==> config.mk <==
export PLATFORM = sky130hd
export DESIGN_NAME = sha256_round_engine
export DESIGN_NICKNAME = d
export VERILOG_FILES = /design/src/rtl/sha256_pkg.sv /design/src/rtl/sha256_msg_sched.sv /design/src/rtl/sha256_round_engine.sv
export SDC_FILE = /design/constraint.sdc
export NUM_CORES = 2
export LEC_CHECK = 0
export ABC_AREA = 1
export CAP_MARGIN = 20
export CORE_AREA = 4 4 401 403
export CTS_BUF_LIST = sky130_fd_sc_hd__clkbuf_8
export CTS_CLUSTER_DIAMETER = 30
export DETAILED_ROUTE_END_ITERATION = 8
export DIE_AREA = 0 0 405 407
export HOLD_SLACK_MARGIN = 0.05
export SYNTH_ARGS = -nofsm -noshare
export SYNTH_HDL_FRONTEND = slang
export SYNTH_SLANG_ARGS = --single-unit
==> constraint.sdc <==
create_clock -name clk -period 6.45 [get_ports clk]
set_input_delay 0.645 -clock clk [delete_from_list [all_inputs] [get_ports clk]]
set_output_delay 0.645 -clock clk [all_outputs]
set_load 0.01 [all_outputs]
==> src/rtl/sha256_pkg.sv <==
// Shared constants, state encoding and SHA-256 round/schedule functions
// for the iterative compression engine.
package sha256_pkg;

    localparam int WORD_W = 32;

    typedef enum logic [1:0] {
        ST_IDLE = 2'd0,
        ST_RUN  = 2'd1,
        ST_DONE = 2'd2
    } state_e;

    localparam logic [255:0] IV = {
        32'h6a09e667, 32'hbb67ae85, 32'h3c6ef372, 32'ha54ff53a,
        32'h510e527f, 32'h9b05688c, 32'h1f83d9ab, 32'h5be0cd19
    };

    localparam logic [0:63][31:0] K = {
        32'h428a2f98, 32'h71374491, 32'hb5c0fbcf, 32'he9b5dba5,
        32'h3956c25b, 32'h59f111f1, 32'h923f82a4, 32'hab1c5ed5,
        32'hd807aa98, 32'h12835b01, 32'h243185be, 32'h550c7dc3,
        32'h72be5d74, 32'h80deb1fe, 32'h9bdc06a7, 32'hc19bf174,
        32'he49b69c1, 32'hefbe4786, 32'h0fc19dc6, 32'h240ca1cc,
        32'h2de92c6f, 32'h4a7484aa, 32'h5cb0a9dc, 32'h76f988da,
        32'h983e5152, 32'ha831c66d, 32'hb00327c8, 32'hbf597fc7,
        32'hc6e00bf3, 32'hd5a79147, 32'h06ca6351, 32'h14292967,
        32'h27b70a85, 32'h2e1b2138, 32'h4d2c6dfc, 32'h53380d13,
        32'h650a7354, 32'h766a0abb, 32'h81c2c92e, 32'h92722c85,
        32'ha2bfe8a1, 32'ha81a664b, 32'hc24b8b70, 32'hc76c51a3,
        32'hd192e819, 32'hd6990624, 32'hf40e3585, 32'h106aa070,
        32'h19a4c116, 32'h1e376c08, 32'h2748774c, 32'h34b0bcb5,
        32'h391c0cb3, 32'h4ed8aa4a, 32'h5b9cca4f, 32'h682e6ff3,
        32'h748f82ee, 32'h78a5636f, 32'h84c87814, 32'h8cc70208,
        32'h90befffa, 32'ha4506ceb, 32'hbef9a3f7, 32'hc67178f2
    };

    function automatic logic [31:0] ror(input logic [31:0] x, input int n);
        return (x >> n) | (x << (32 - n));
    endfunction

    function automatic logic [31:0] ch(input logic [31:0] x, y, z);
        return (x & y) ^ (~x & z);
    endfunction

    function automatic logic [31:0] maj(input logic [31:0] x, y, z);
        return (x & y) ^ (x & z) ^ (y & z);
    endfunction

    function automatic logic [31:0] bsig0(input logic [31:0] x);
        return ror(x, 2) ^ ror(x, 13) ^ ror(x, 22);
    endfunction

    function automatic logic [31:0] bsig1(input logic [31:0] x);
        return ror(x, 6) ^ ror(x, 11) ^ ror(x, 25);
    endfunction

    function automatic logic [31:0] ssig0(input logic [31:0] x);
        return ror(x, 7) ^ ror(x, 18) ^ (x >> 3);
    endfunction

    function automatic logic [31:0] ssig1(input logic [31:0] x);
        return ror(x, 17) ^ ror(x, 19) ^ (x >> 10);
    endfunction

    function automatic logic [255:0] add_words(input logic [255:0] x, y);
        logic [255:0] r;
        for (int i = 0; i < 8; i++) begin
            r[i*32 +: 32] = x[i*32 +: 32] + y[i*32 +: 32];
        end
        return r;
    endfunction

endpackage

==> src/rtl/sha256_msg_sched.sv <==
// On-the-fly SHA-256 message schedule: 16-word sliding window,
// W[t] is always the oldest word in the window.
module sha256_msg_sched
    import sha256_pkg::*;
(
    input  logic         clk,
    input  logic         rst_n,
    input  logic         load_i,
    input  logic         shift_i,
    input  logic [511:0] block_i,
    output logic [31:0]  w_o
);

    logic [15:0][31:0] win_q, win_d;
    logic [31:0]       new_w;

    assign new_w = ssig1(win_q[14]) + win_q[9] + ssig0(win_q[1]) + win_q[0];

    always_comb begin
        win_d = win_q;
        if (load_i) begin
            for (int i = 0; i < 16; i++) begin
                win_d[i] = block_i[511 - 32*i -: 32];
            end
        end else if (shift_i) begin
            for (int i = 0; i < 15; i++) begin
                win_d[i] = win_q[i+1];
            end
            win_d[15] = new_w;
        end
    end

    always_ff @(posedge clk) begin
        if (!rst_n) begin
            win_q <= '0;
        end else begin
            win_q <= win_d;
        end
    end

    assign w_o = win_q[0];

endmodule

==> src/rtl/sha256_round_engine.sv <==
// Iterative SHA-256 compression core, one round per clock.
// SHA256_FEEDFWD_EN: outputs carry the full digest (h_in + final vars).
module sha256_round_engine
    import sha256_pkg::*;
#(
    parameter int ROUNDS = 64,
    parameter int WORD_W = 32
) (
    input  logic              clk,
    input  logic              rst_n,
    input  logic              start,
    input  logic [511:0]      block_in,
    input  logic [255:0]      h_in,
    output logic              busy,
    output logic              done,
    output logic [WORD_W-1:0] a_out,
    output logic [WORD_W-1:0] b_out,
    output logic [WORD_W-1:0] c_out,
    output logic [WORD_W-1:0] d_out,
    output logic [WORD_W-1:0] e_out,
    output logic [WORD_W-1:0] f_out,
    output logic [WORD_W-1:0] g_out,
    output logic [WORD_W-1:0] h_out
);

    localparam logic [5:0] LAST_T = 6'(ROUNDS - 1);

    state_e            state_q, state_d;
    logic [5:0]        t_q, t_d;
    // index 7 = a ... index 0 = h, same layout as h_in
    logic [7:0][31:0]  v_q, v_d;
    logic [255:0]      out_q, out_d;
    logic [7:0][31:0]  rnd;
    logic [31:0]       w_t, t1, t2;
    logic              sched_load, sched_shift;
`ifdef SHA256_FEEDFWD_EN
    logic [255:0]      hin_q, hin_d;
`endif

    sha256_msg_sched u_sched (
        .clk     (clk),
        .rst_n   (rst_n),
        .load_i  (sched_load),
        .shift_i (sched_shift),
        .block_i (block_in),
        .w_o     (w_t)
    );

    always_comb begin
        t1 = v_q[0] + bsig1(v_q[3]) + ch(v_q[3], v_q[2], v_q[1])
           + K[t_q] + w_t;
        t2 = bsig0(v_q[7]) + maj(v_q[7], v_q[6], v_q[5]);
        rnd = {t1 + t2, v_q[7], v_q[6], v_q[5],
               v_q[4] + t1, v_q[3], v_q[2], v_q[1]};
    end

    always_comb begin
        state_d     = state_q;
        t_d         = t_q;
        v_d         = v_q;
        out_d       = out_q;
        sched_load  = 1'b0;
        sched_shift = 1'b0;
`ifdef SHA256_FEEDFWD_EN
        hin_d       = hin_q;
`endif
        case (state_q)
            ST_IDLE: begin
                if (start) begin
                    state_d    = ST_RUN;
                    t_d        = '0;
                    v_d        = h_in;
                    sched_load = 1'b1;
`ifdef SHA256_FEEDFWD_EN
                    hin_d      = h_in;
`endif
                end
            end
            ST_RUN: begin
                v_d         = rnd;
                sched_shift = 1'b1;
                t_d         = t_q + 6'd1;
                if (t_q == LAST_T) begin
                    state_d = ST_DONE;
                    t_d     = '0;
`ifdef SHA256_FEEDFWD_EN
                    out_d   = add_words(hin_q, rnd);
`else
                    out_d   = rnd;
`endif
                end
            end
            ST_DONE: begin
                state_d = ST_IDLE;
            end
            default: begin
                state_d = ST_IDLE;
            end
        endcase
    end

    always_ff @(posedge clk) begin
        if (!rst_n) begin
            state_q <= ST_IDLE;
            t_q     <= '0;
            v_q     <= '0;
            out_q   <= '0;
`ifdef SHA256_FEEDFWD_EN
            hin_q   <= '0;
`endif
        end else begin
            state_q <= state_d;
            t_q     <= t_d;
            v_q     <= v_d;
            out_q   <= out_d;
`ifdef SHA256_FEEDFWD_EN
            hin_q   <= hin_d;
`endif
        end
    end

    assign busy = (state_q == ST_RUN);
    assign done = (state_q == ST_DONE);
    assign {a_out, b_out, c_out, d_out, e_out, f_out, g_out, h_out} = out_q;

endmodule

* Word level (Yosys, flattened, before mapping) *
Memory sizes are Yosys's and may differ from the RTL's.
Index checks and enable logic that the tools add are counted.

word-level totals
  output and inout bits = 258
  ROM bits = 2,048
  input port bits = 771
  flip-flop bits (word level) = 1,032
  memories = 1

memory list
  memory           words  width  rd ports  clocked after memory_dff  wr ports  RTL line                   RTL
  (no name shown)  64     32     1         0                         0         sha256_round_engine.sv:51  + K[t_q] + w_t;

operators by class
  add/subtract/negate cells = 11
  reduce and logical (&&, ||, !) cells = 6
  equality and inequality tests = 5
  bitwise operators = 28
  muxes and demuxes = 15
  $lt $le $gt $ge = 1

operator list
  cell                                                      number
  512-bit 2-to-1 mux                                        2
  256-bit one-hot mux with 2 select lines                   1
  32-bit adder                                              10
  32-bit bitwise XOR                                        9
  256-bit 2-to-1 mux                                        1
  32-bit bitwise AND                                        5
  32-bit 2-to-1 mux                                         2
  32-bit inverter                                           1
  10-bit by 32-bit bitwise OR with 32-bit output            1
  13-bit by 32-bit bitwise OR with 32-bit output            1
  14-bit by 32-bit bitwise OR with 32-bit output            1
  15-bit by 32-bit bitwise OR with 32-bit output            1
  19-bit by 32-bit bitwise OR with 32-bit output            1
  21-bit by 32-bit bitwise OR with 32-bit output            1
  25-bit by 32-bit bitwise OR with 32-bit output            1
  26-bit by 32-bit bitwise OR with 32-bit output            1
  30-bit by 32-bit bitwise OR with 32-bit output            1
  7-bit by 32-bit bitwise OR with 32-bit output             1
  32-bit by 22-bit bitwise XOR with 32-bit output           1
  32-bit by 29-bit bitwise XOR with 32-bit output           1
  6-bit 2-to-1 mux                                          2
  6-bit one-hot mux with 2 select lines                     1
  7-bit greater-or-equal comparator, second input constant  1
  6-bit inverter with 7-bit output                          1
  12 further kinds                                          18

* Logic depth before layout (Yosys ltp) *
  word-level depth = 9
  depth in mapped cells = 45
  depth with buffers taken out = 44

* Cells and area by module *
From an unflattened synthesis, not the netlist that was laid out.

second synthesis, totals
  cell total of the unflattened synthesis = 8,685
  area total of the unflattened synthesis = 60,785.8 sq um

by module, submodules not included
  module               cells each  times used  area an instance (sq um)  sequential area each (sq um)
  sha256_round_engine  4,748       1           33,485.9                  10,410.0
  sha256_msg_sched     3,937       1           27,299.9                  10,249.8

* Least setup slack after synthesis *
Ideal clock, no wire load.

  path kind = register to register
  start point = register t_q[0]
  end point = register out_q[255]
  setup time = 115 ps
  setup slack = -475 ps
  path buffers = 2
  stages on the path, launching flop included = 44
  required time = 6,335 ps
  arrival time = 6,810 ps
  period minus slack after synthesis = 6,925 ps
  cell sequence = dfxtp_1 > clkbuf_1 > inv_1 > ha_1 > clkbuf_1 > inv_1 > nor2_1 > nor2_1 > o21ai_0 > o21ai_0 > nand2_1 > inv_1 > fa_1 > fa_1 > inv_1 > ha_1 > fa_1 > nand3_1 > (+8 left out) > o21ai_2 > xnor2_1 > fa_1 > inv_1 > ha_1 > nand2_1 > nor2_1 > nand2_1 > nor4_1 > nand2_1 > nand3_1 > inv_1 > nand3_1 > nand2_1 > nand2_1 > nand3_1 > o211ai_1 > inv_2

between the ends
  word-level cells in the longest chain between the ends = 7
  elaborated cells on any way between the ends = 9

RTL lines
  item                                                    RTL line                    RTL
  from (decl)                                             sha256_round_engine.sv:29   logic [5:0] t_q, t_d;
  from (signal assigned)                                  sha256_round_engine.sv:113  t_q <= t_d;
  6-bit inverter with 7-bit output (implied by the code)  sha256_round_engine.sv:51
  memory read 64 x 32 bit                                 n/a
  32-bit 2-to-1 mux (implied by the code) (2 in series)   sha256_round_engine.sv:51
  32-bit adder (2 in series)                              sha256_round_engine.sv:51
  32-bit adder                                            sha256_round_engine.sv:53   rnd = {t1 + t2, v_q[7], v_q[6], v_q[5],
  to (signal assigned)                                    sha256_round_engine.sv:115  out_q <= out_d;
  to (decl)                                               sha256_round_engine.sv:32   logic [255:0] out_q, out_d;

Several ways; a longest one is shown, not always the timed one. The select of a mux whose other input is x is not followed.
A chain may end at the register's enable or synchronous reset.

* Final worst setup path *
  start point = register t_q[0]
  end point = register v_q, in the netlist rnd[219]

between the ends
  word-level cells in the longest chain between the ends = 8

RTL lines
  item                                                    RTL line                    RTL
  6-bit inverter with 7-bit output (implied by the code)  sha256_round_engine.sv:51
  memory read 64 x 32 bit                                 n/a
  32-bit 2-to-1 mux (implied by the code) (2 in series)   sha256_round_engine.sv:51
  32-bit adder (2 in series)                              sha256_round_engine.sv:51
  32-bit adder                                            sha256_round_engine.sv:53
  256-bit one-hot mux with 2 select lines                 sha256_round_engine.sv:67   case (state_q)
  to (signal assigned)                                    sha256_round_engine.sv:114  v_q <= v_d;
  to (decl)                                               sha256_round_engine.sv:31   logic [7:0][31:0] v_q, v_d;

No other way between the ends. The select of a mux whose other input is x is not followed.

==> results.md <==
* Status: complete, but fails checks
* Violated checks: negative setup slack
* Ports at 1029
* Endpoints failing setup at 45
* Cells after Synth at approximately 8100
* Crit-path max FO at 5
* Pre-CTS setup slack at -865 ps
* Post-Syn Area at 0.0581 mm2
* Worst r2r src: t_q[0]
* Die H at about 410 um
* Highest Clock Rate at 148 MHz
* Post-synth EDFFs at 0
* Compound-Gate Fraction of Synth Area at a little under a fifth
* Area of the die at roughly 0.16 mm2
* Multiplexer share of the synthesized area at 0%
* DR top layer: met5
* Initial antenna violation count at 37
* First-pass GRT wire length at roughly 430000 um
* Num CTS Buffers at 284
* Syn_area_per_cell at 7.14 um2
* Primary FF master, synth: dfxtp_1
* Max Cap Violations at 0
* GRT Util Overall at around 35%
* CTS sink cnt at just over 1000
* Worst EP arrival at between 7000 and 8000 ps
* CP startpoint kind: register
* Hold_sp: rst_n
* Final-report max-slew violation count at 0
* FF+latch count, synth at 1032
* HPWL after detailed placement at roughly 240000 um
* FP Rows at 146
* Yosys warns at 0
* Antenna Nets Post-Route at 0
* Vias in the first global route at approximately 63000
* Synth Area in XOR/XNOR at under 10%
* Layout cells sized above 1 at roughly a fifth
* RSZ-0062 raised after global routing: yes
* Metal-1 WL at approximately 120000 um
* Slowest stage delay, CP at about 550 ps
* Sequential-to-total area share from yosys stat at a little over a third
* Clk root buf: clkbuf_8
* Type of the tightest min-delay check: primary input to register
* Die width at just over 400 um
* Bufs on Longest Clock Path at 4
* Final net count at 10763
* IO buf count at approximately 1000
* Crit path top cell by count: inv_2
* Core area at 0.157 mm2
* Actual slew at the worst max-slew pin at 1300 ps
* Adder-cell share of the synthesized area at about a tenth
* Final core utilization at 53.8%
* Slew HR at a little over an eighth
* Mapped Nets at 9240
* # DRC at 0
* Final instance area at 0.0848 mm2
* Synth Area in Simple Gates at around 22%
* CTS tree: done
* Met3 wire len at roughly 21000 um
* Vias/cell at 5.40
* Largest net degree at the start of global routing at between 200 and 250
* Initial DRC count at ~6600
* Area post-placement at roughly 0.075 mm2
* Hold-fix buffers, CTS at 0
* Largest family of logic cells by synthesized area: simple AND/OR/NAND/NOR gates
* Starting Density at roughly 37%
* Crit path from: t_q[0]
* DR vias at about 65000
* GP Congestion at 0.990
* Ys async rst share at 0%
* P&R area growth vs syn at 45.9%
* Detailed Route WL at 306000 um
* Distinct cell type count after synthesis at 70
* H-tree depth at 5
* Fin crit period at 6770 ps
* Slowest cell on crit path: fa_1
* Critical path class: register to register
* Worst path required time at 7190 ps
* TritonRoute pass-1 iters at 7
* Final hold viol count at 0
* Wire length on met2 at 146000 um
* Clock-pin slew on the worst setup and hold paths at about 60 ps
* Final worst slack at -319 ps
* Clock Skews at roughly 77 ps
* Total gr overflow at 0
* Critical Path End Type: register
* Wire per inst at around 26 um
* Clock Latency Late Sink at about 990 ps
* Crit share post-route at 105%
-- logic make-up after synthesis --
| family | count (synthesis) |
|---|---|
| DFF | 1032 |
| AOI/OAI and AO/OA | 1828 |
| xor gates and xnor gates | 326 |
| adders and majority gates | 332 |
| and+or+nand+nor | 3263 |
| buffers and inverters | 1356 |
-- synthesized netlist by cell type (119+ instances only) --
cell type / n / share of area (%)
a31oi_1: 731 / 7.9
o21ai_0: 583 / 5.0
nand2_1: 2541 / 16
xnor2_1: 143 / 2.2
clkbuf_1: 451 / 2.9
inv_1: 736 / 4.8
buf_2: 119 / 1.0
fa_1: 187 / 6.4
a21oi_1: 221 / 1.9
xor2_1: 182 / 2.7
nand3_1: 368 / 3.2
nor2_1: 244 / 1.6
ha_1: 145 / 3.1
dfxtp_1: 1032 / 36
-- worst max-delay path, delay by kind of cell, from the launching register on --
kind                     cells  cell delay, ps
flip-flops                   1             360
AND/OR/NAND/NOR             10             980
buffers and inverters       10            1000
adder cells (fa/ha/maj)      6            2340
AO/OA/AOI/OAI               11            1910
-- area by class of cell --
| type | count | area (um2) |
|---|---|---|
| Clock inverter | 146 | 1480 |
| Multi-Input combinational cell | 5749 | 35400 |
| Tap cell | 2072 | 2590 |
| Sequential cell | 1032 | 20700 |
| Timing Repair Buffer | 1844 | 17000 |
| Clock buffer | 339 | 4670 |
| Antenna cell | 30 | 75.1 |
| Fill cell | 15257 | 72700 |
| Inverter | 749 | 2880 |
-- worst paths after layout --
path	cells after the start	endpoint	slack [ps]
worst max register to register	37	rnd[219]	-320
worst max-delay path	37	rnd[219]	-320
worst min-delay path	3	rnd[66]	150
worst min register to register	2	u_sched.win_q[102]	440
-- layer usage --
metal | vias up | GRT usage [%]
met5 | - | 0
met2 | 2969 | 59.5
met3 | 613 | 5.82
met4 | 8 | 18.8
met1 | 31127 | 43.5
li1 | 29823 | -
-- stage by stage --
step | std cells | hold slack [ps] | setup TNS (ps)
6_report | 11961 | 146 | -7600
2_1_floorplan | 8137 | 445 | 0
3_5_place_dp | 11387 | 459 | -43610
4_1_cts | 11908 | 77.7 | -2380
5_1_grt | 11953 | 109 | -18190
3_3_place_gp | 11386 | 456 | -41620
-- what timing repair did --
item	in CTS	in global routing
setup buffers	38	29
setup endpoints to repair	87	86
resized for setup	504	324
pin swaps	158	153
-- registers in the layout (all words and copies together) (netlist names) --
signal         count
v_q               64
u_sched.win_q    480
t_q                6
out_q            256
u_sched.w_o       32
state_q            2
rnd              192
-- placed cells by master, fill, tap and decap left out, types with 53 or more instances in the layout --
cell type / netlist / final
nand2_1: 2541 / 2441
clkdlybuf4s50_1: 0 / 1027
dfxtp_1: 1032 / 1027
buf_4: 8 / 734
a31oi_1: 731 / 722
inv_1: 736 / 688
o21ai_0: 583 / 516
clkbuf_8: 0 / 339
nand3_1: 368 / 334
fa_1: 187 / 183
nor2_1: 244 / 168
xor2_1: 182 / 160
a21oi_1: 221 / 149
xnor2_1: 143 / 129
o21ai_1: 82 / 109
ha_1: 145 / 81
inv_2: 11 / 75
nand2_2: 8 / 71
a21oi_2: 9 / 60
clkinv_2: 2 / 54
ha_4: 0 / 53
Power is not shown: default switching activity piles up to over one toggle a cycle in this logic, so the estimate is an artifact.
